File: config.mk
export PLATFORM = sky130hd
export DESIGN_NAME = pwm_cmp_unit
export DESIGN_NICKNAME = d
export VERILOG_FILES = /design/src/rtl/pwm_cmp_unit_pkg.sv /design/src/rtl/pwm_cmp_unit_cmp_shadow_reg.sv /design/src/rtl/pwm_cmp_unit.sv
export SDC_FILE = /design/constraint.sdc
export NUM_CORES = 1
export LEC_CHECK = 0
export BUFFER_PORTS_ARGS = -buffer_cell sky130_fd_sc_hd__buf_2
export CAP_MARGIN = 20
export CORE_UTILIZATION = 30
export DETAILED_ROUTE_END_ITERATION = 8
export PLACE_DENSITY = 0.59
export SETUP_SLACK_MARGIN = 0.15
export SYNTH_ARGS = -nofsm -noshare
export SYNTH_HDL_FRONTEND = slang
export SYNTH_HIERARCHICAL = 1
export SYNTH_SLANG_ARGS = --single-unit
File: constraint.sdc
create_clock -name clk -period 3.83 [get_ports clk]
set_clock_uncertainty 0.2 [all_clocks]
set_input_delay 0.5745 -clock clk [delete_from_list [all_inputs] [get_ports clk]]
set_output_delay 0.5745 -clock clk [all_outputs]
set_load 0.01 [all_outputs]
File: src/rtl/pwm_cmp_unit_pkg.sv
`default_nettype none
// ============================================================================
// Module      : pwm_cmp_unit_pkg
// Description : Shared definitions for the compare/PWM stage that sits behind
//               the N-bit universal counter: count boundaries and the encoding
//               of the compare-update mode, plus the update-event helper.
// Contents    : CNT_W       default counter/compare width
//               MAX_COUNT   terminal count of the counter (2**CNT_W-1)
//               MIN_COUNT   bottom count of the counter (0)
//               UPD_EDGE    upd_mode value: update at min only
//               UPD_CENTER  upd_mode value: update at min or max
//               upd_event() period-boundary detector
// Revision    : 1.0  initial release
// ============================================================================
package pwm_cmp_unit_pkg;

  localparam int CNT_W = 4;

  localparam logic [CNT_W-1:0] MAX_COUNT = {CNT_W{1'b1}};
  localparam logic [CNT_W-1:0] MIN_COUNT = '0;

  localparam logic UPD_EDGE   = 1'b0;
  localparam logic UPD_CENTER = 1'b1;

  // A period boundary is only real when the counter is actually stepping;
  // a paused counter sitting on min/max must not keep triggering transfers.
  function automatic logic upd_event(input logic en,
                                     input logic min_tick,
                                     input logic max_tick,
                                     input logic mode);
    return en & (min_tick | ((mode == UPD_CENTER) & max_tick));
  endfunction

endpackage

`default_nettype wire

File: src/rtl/pwm_cmp_unit_cmp_shadow_reg.sv
`default_nettype none
// ============================================================================
// Module      : cmp_shadow_reg
// Description : Double-buffered compare register. Software writes land in a
//               buffer at any time; the buffered value is moved into the
//               active compare register only at a period boundary so the PWM
//               output never changes shape mid-period.
// Ports       : clk         system clock, rising edge
//               n_reset     synchronous active-low reset
//               cnt_en      counter enable
//               max_tick    counter at MAX_COUNT
//               min_tick    counter at MIN_COUNT
//               upd_mode    UPD_EDGE / UPD_CENTER
//               cmp_wr      buffer write strobe
//               cmp_din     value to buffer
//               cmp_active  compare value currently in use
//               pending     buffer holds a value not yet transferred
// Revision    : 1.0  initial release
// ============================================================================
module cmp_shadow_reg
  import pwm_cmp_unit_pkg::*;
#(
  parameter int N = CNT_W
) (
  input  logic         clk,
  input  logic         n_reset,
  input  logic         cnt_en,
  input  logic         max_tick,
  input  logic         min_tick,
  input  logic         upd_mode,
  input  logic         cmp_wr,
  input  logic [N-1:0] cmp_din,
  output logic [N-1:0] cmp_active,
  output logic         pending
);

  logic [N-1:0] r_cmp_buf;
  logic [N-1:0] r_cmp_active;
  logic         r_pending;
  logic         w_upd_evt;

  assign w_upd_evt = upd_event(cnt_en, min_tick, max_tick, upd_mode);

  // On a write that collides with a boundary, the transfer uses the buffer
  // contents from before the write, and the new write stays pending for the
  // following boundary. Non-blocking semantics give exactly that ordering.
  always_ff @(posedge clk) begin
    if (!n_reset) begin
      r_cmp_buf    <= '0;
      r_cmp_active <= '0;
      r_pending    <= 1'b0;
    end else begin
      if (w_upd_evt && r_pending) begin
        r_cmp_active <= r_cmp_buf;
      end

      if (cmp_wr) begin
        r_cmp_buf <= cmp_din;
        r_pending <= 1'b1;
      end else if (w_upd_evt) begin
        r_pending <= 1'b0;
      end
    end
  end

  assign cmp_active = r_cmp_active;
  assign pending    = r_pending;

endmodule

`default_nettype wire

File: src/rtl/pwm_cmp_unit.sv
`default_nettype none
// ============================================================================
// Module      : pwm_cmp_unit
// Description : Compare/PWM stage fed by the N-bit universal counter. Compares
//               the counter value against a double-buffered compare value and
//               produces a registered PWM output, a one-cycle match strobe and
//               a sticky match interrupt with overrun detection.
// Ports       : clk         system clock, rising edge
//               n_reset     synchronous active-low reset
//               cnt_q       counter value
//               cnt_en      counter enable (same as the counter's en)
//               max_tick    counter at 2^N-1
//               min_tick    counter at 0
//               cmp_wr      compare buffer write strobe
//               cmp_din     compare value to buffer
//               upd_mode    0: update at min, 1: update at min or max
//               out_pol     0: active-high PWM, 1: inverted
//               irq_ack     clears irq and ovr
//               pwm_out     registered PWM
//               cmp_match   one-cycle match strobe
//               irq         sticky match interrupt
//               ovr         sticky overrun (match while irq already set)
//               cmp_active  compare value in use
//               pending     buffer holds an untransferred value
// Revision    : 1.0  initial release
// ============================================================================
module pwm_cmp_unit
  import pwm_cmp_unit_pkg::*;
#(
  parameter int N = CNT_W
) (
  input  logic         clk,
  input  logic         n_reset,
  input  logic [N-1:0] cnt_q,
  input  logic         cnt_en,
  input  logic         max_tick,
  input  logic         min_tick,
  input  logic         cmp_wr,
  input  logic [N-1:0] cmp_din,
  input  logic         upd_mode,
  input  logic         out_pol,
  input  logic         irq_ack,
  output logic         pwm_out,
  output logic         cmp_match,
  output logic         irq,
  output logic         ovr,
  output logic [N-1:0] cmp_active,
  output logic         pending
);

  logic [N-1:0] w_cmp_active;
  logic         w_hit;
  logic         w_below;

  logic         r_pwm;
  logic         r_match;
  logic         r_irq;
  logic         r_ovr;

  cmp_shadow_reg #(
    .N (N)
  ) u_shadow (
    .clk        (clk),
    .n_reset    (n_reset),
    .cnt_en     (cnt_en),
    .max_tick   (max_tick),
    .min_tick   (min_tick),
    .upd_mode   (upd_mode),
    .cmp_wr     (cmp_wr),
    .cmp_din    (cmp_din),
    .cmp_active (w_cmp_active),
    .pending    (pending)
  );

  // The compare always sees the active value from before any same-edge
  // transfer. Gating with cnt_en keeps a paused counter from re-firing.
  assign w_hit   = cnt_en & (cnt_q == w_cmp_active);

  // Level comparison: works unchanged for up and down counting. A compare
  // value of 0 gives 0% duty; 2^N-1 leaves only the top count inactive.
  assign w_below = (cnt_q < w_cmp_active);

  always_ff @(posedge clk) begin
    if (!n_reset) begin
      r_pwm   <= 1'b0;
      r_match <= 1'b0;
      r_irq   <= 1'b0;
      r_ovr   <= 1'b0;
    end else begin
      r_pwm   <= w_below ^ out_pol;
      r_match <= w_hit;

      // A new match always wins over an acknowledge in the same cycle so
      // that no event can be silently dropped.
      if (w_hit) begin
        r_irq <= 1'b1;
      end else if (irq_ack) begin
        r_irq <= 1'b0;
      end

      // Overrun: a match arrives while the previous one is still flagged.
      if (w_hit && r_irq) begin
        r_ovr <= 1'b1;
      end else if (irq_ack) begin
        r_ovr <= 1'b0;
      end
    end
  end

  assign pwm_out    = r_pwm;
  assign cmp_match  = r_match;
  assign irq        = r_irq;
  assign ovr        = r_ovr;
  assign cmp_active = w_cmp_active;

endmodule

`default_nettype wire

==> Flow_metrics.wiki <==
{| class="wikitable"
! Metric !! Value
|-
| Post-Syn Area per Cell || 9.59 um2
|-
| Fraction of layout cells with a size suffix above 1 || 35.2%
|-
| Number of standard cells after synthesis || between 60 and 70
|-
| Number of buffer and inverter stages on the critical path || 1
|-
| WL final || 1080 um
|-
| Num CTS Buffers || 3
|-
| Headroom to the max-slew limit || 82.6%
|-
| Global Route met3 Usage || slightly above 7%
|-
| Via/cell ratio || 4.31
|-
| Max FO, Critical Path || 3
|-
| Kind of start point of the critical path || flip-flop
|-
| Part of the power in the clock network || roughly a third
|-
| Register-to-Register Setup Slack || 2.42 ns
|-
| Cell Rows || 15
|-
| Antenna violations before repair || 0
|-
| Resize count post-CTS || 0
|-
| Total power per unit cell area || 344 nW/um2
|-
| Drt drc || 0
|-
| Cts-stage hold buffer count || 0
|-
| Shortest period the worst path allows || 1.56 ns
|-
| Clock tree from TritonCTS || done
|-
| Cell family contributing the most delay on the critical path || flip-flops
|-
| Critical hold path startpoint || u_shadow/r_cmp_buf[2]
|-
| Antenna Diode Count || 0
|-
| Critical path endpoint category || primary output
|-
| Class of the most critical hold timing path || flip-flop to flip-flop
|-
| Routed vias || 487
|-
| Number of register bits inferred by synthesis || 13
|-
| Combinational fraction of design power || roughly an eighth
|-
| Tot GR Track Use || 12.1%
|-
| Routed len/inst || 9.58 um
|-
| Die Area || 2160 um2
|-
| Post-CTS Setup Repair Bufs || 0
|-
| Worst reg-to-reg path cell count || 5
|-
| Maximum number of pins on one net before global-route repair || 18
|-
| Switching component of the power || 0.0626 mW
|-
| Outcome || complete, no violations
|-
| Largest voltage drop on the vdd net || around 0.17 mV
|-
| Most utilized layer in the global route result || met2
|-
| Htree depth || 1
|-
| Stage delay of the slowest cell on the critical path || 0.37 ns
|-
| Wire length of the first global-routing pass || around 1700 um
|-
| Die span in x || 46.5 um
|-
| Synthesis-to-layout area growth || 27.4%
|-
| Most used cells in the layout excluding fill and tap cells || 25 x buf_2, 13 x dfxtp_1, 10 x nand2_1
|-
| Fraction of met1 tracks used by global routing || 14.0%
|-
| Antenna-violating nets left || 0
|-
| End of the worst hold path || u_shadow/cmp_active[2]
|-
| Setup_tns || 0 ns
|-
| Final #Nets || 110
|-
| Max-capacitance violation count || 0
|-
| Sequential-to-total area share from yosys stat || 43.8%
|-
| YS warnings || 6
|-
| Critical path data arrival time || 0.79 ns
|-
| FF-to-FF End || pwm_out
|-
| Portion of the clock cycle consumed by the worst path in the final layout || 40.8%
|-
| P_int || 0.198 mW
|-
| Number of design-rule violations left by the first detailed-router iteration || 6
|-
| Max Freq || 640 MHz
|-
| Max-slew violations || 0
|-
| Worst-Skew Late Latency || between 0.2 and 0.3 ns
|-
| First-pass DRT Iterations || 4
|-
| Syn_nets || 83
|-
| Total design power || 0.260 mW
|-
| Instance count on the critical path || 1
|-
| CP max-delay cell || dfxtp_1
|-
| Clock transition at the registers of the reported paths || 0.08 ns
|-
| Setup Crit Path Kind || flip-flop to primary output
|-
| Switching Share || 24.1%
|-
| Via count of the first global-routing pass || 414
|-
| Count of unique library cells instantiated by Yosys || 20
|-
| Met2 Track Usage GR || 16.9%
|-
| Core area || 1780 um2
|-
| Sequence of cells on the critical path || buf_2
|-
| Reg-to-reg startpoint || u_shadow/cmp_active[2]
|-
| Die Ht || 46.5 um
|-
| Data required time of the critical path || around 3 ns
|-
| Clk root buf || clkbuf_4
|-
| Post-DP HPWL || between 800 and 900 um
|-
| Io pins || 26
|-
| Share of power burned in registers || 54.7%
|-
| Number of sinks on the clock net || 13
|-
| Starting Density || 33.3%
|-
| Setup violation total in the final timing report || 0
|-
| Bufs on Longest Clock Path || 2
|-
| Commonest non-fill, non-tap cell in the layout || buf_2
|-
| Total congestion overflow after global routing || 0
|-
| Static leakage || 0.368 nW
|-
| Cell area after technology mapping || 594 um2
|-
| Global placement routability congestion || 0.683
|-
| Number of port buffers || 25
|-
| Worst Tran Pin Value || 0.260 ns
|-
| Hold Violations, Final || 0
|-
| Hold Path Cell Cnt || 2
|-
| Setup repair after global routing missed its margin || no
|}
[cells by family after synthesis]
logic type	synth area share, %
AOI/OAI and AO/OA	8.63
adders and majority gates	8.42
buffers and inverters	7.16
DFF	43.8
muxes	15.2
and+or+nand+nor	16.8
[cell type report]
class	instances	area, um2
clock buffers	4	26.3
fillers	186	1030
inverters	6	22.5
multi-input cells	40	292
flip-flops and latches	13	260
well taps	25	31.3
repair buffers	25	125
[Yosys cell counts]
library cell | number | area, um2
dfxtp_1 | 13 | 260
nand2_1 | 10 | 37.5
mux2i_1 | 9 | 90.1
inv_1 | 6 | 22.5
nor2b_1 | 5 | 31.3
ha_1 | 4 | 50.1
a21oi_1 | 2 | 10.0
a21o_1 | 1 | 7.51
a21o_2 | 1 | 8.76
a22o_1 | 1 | 8.76
a31oi_1 | 1 | 6.26
and3_4 | 1 | 11.3
buf_2 | 1 | 5.00
buf_6 | 1 | 11.3
clkbuf_1 | 1 | 3.75
nand4_1 | 1 | 6.26
nor2_2 | 1 | 6.26
o21ai_0 | 1 | 5.00
o21ai_1 | 1 | 5.00
or2b_1 | 1 | 7.51
[how the worst max path moves through the flow]
stage                                 startpoint             to  slack [ns]
final                     u_shadow/cmp_active[0]  cmp_active[0]        2.27
after global routing      u_shadow/cmp_active[0]  cmp_active[0]        2.21
after global placement                  cnt_q[3]        pwm_out        2.13
after CTS                 u_shadow/cmp_active[0]  cmp_active[0]        2.25
after floorplan                         cnt_q[0]            ovr        2.30
after detailed placement                cnt_q[3]        pwm_out        2.11
[flip-flops by register name (all words and copies together) (netlist names)]
register,flops
pwm_out,1
irq,1
u_shadow/cmp_active,4
u_shadow/r_cmp_buf,4
ovr,1
u_shadow/pending,1
cmp_match,1
[per-stage QoR]
stage / cell area (um2) / worst slack [ns] / hold WS (ns) / utilization [%] / std cells
2_1_floorplan: 594 / 2.30 / 0.237 / - / 62
3_3_place_gp: 731 / 2.13 / 0.249 / 41.0 / 109
3_5_place_dp: 731 / 2.11 / 0.254 / 41.0 / 109
4_1_cts: 757 / 2.25 / 0.264 / 42.5 / 113
5_1_grt: 757 / 2.21 / 0.288 / 42.5 / 113
6_report: 757 / 2.27 / 0.261 / 42.5 / 113
[power by group through the flow]
stage                     combinational [mW]  sequential [mW]  clock (mW)
after floorplan                       0.0186            0.147           0
after global placement                0.0320            0.146           0
after detailed placement              0.0333            0.146           0
after global routing                  0.0372            0.143      0.0976
final                                 0.0327            0.142      0.0851
after CTS                             0.0334            0.143      0.0887
[layer usage]
layer,share of wire [%],wire [um],up-vias
li1,-,-,258
met1,45,489,205
met2,45,489,20
met3,7.8,85,4
met4,1.8,19,0
met5,0,0,-
[worst reg2reg max path, cell delays in order, from the launching register on]
cell     delay [ns]
dfxtp_1        0.36
inv_1          0.06
ha_1           0.27
nand2_1        0.08
o21ai_1        0.19
mux2i_1        0.20
Power figures use the tool's default switching activity.
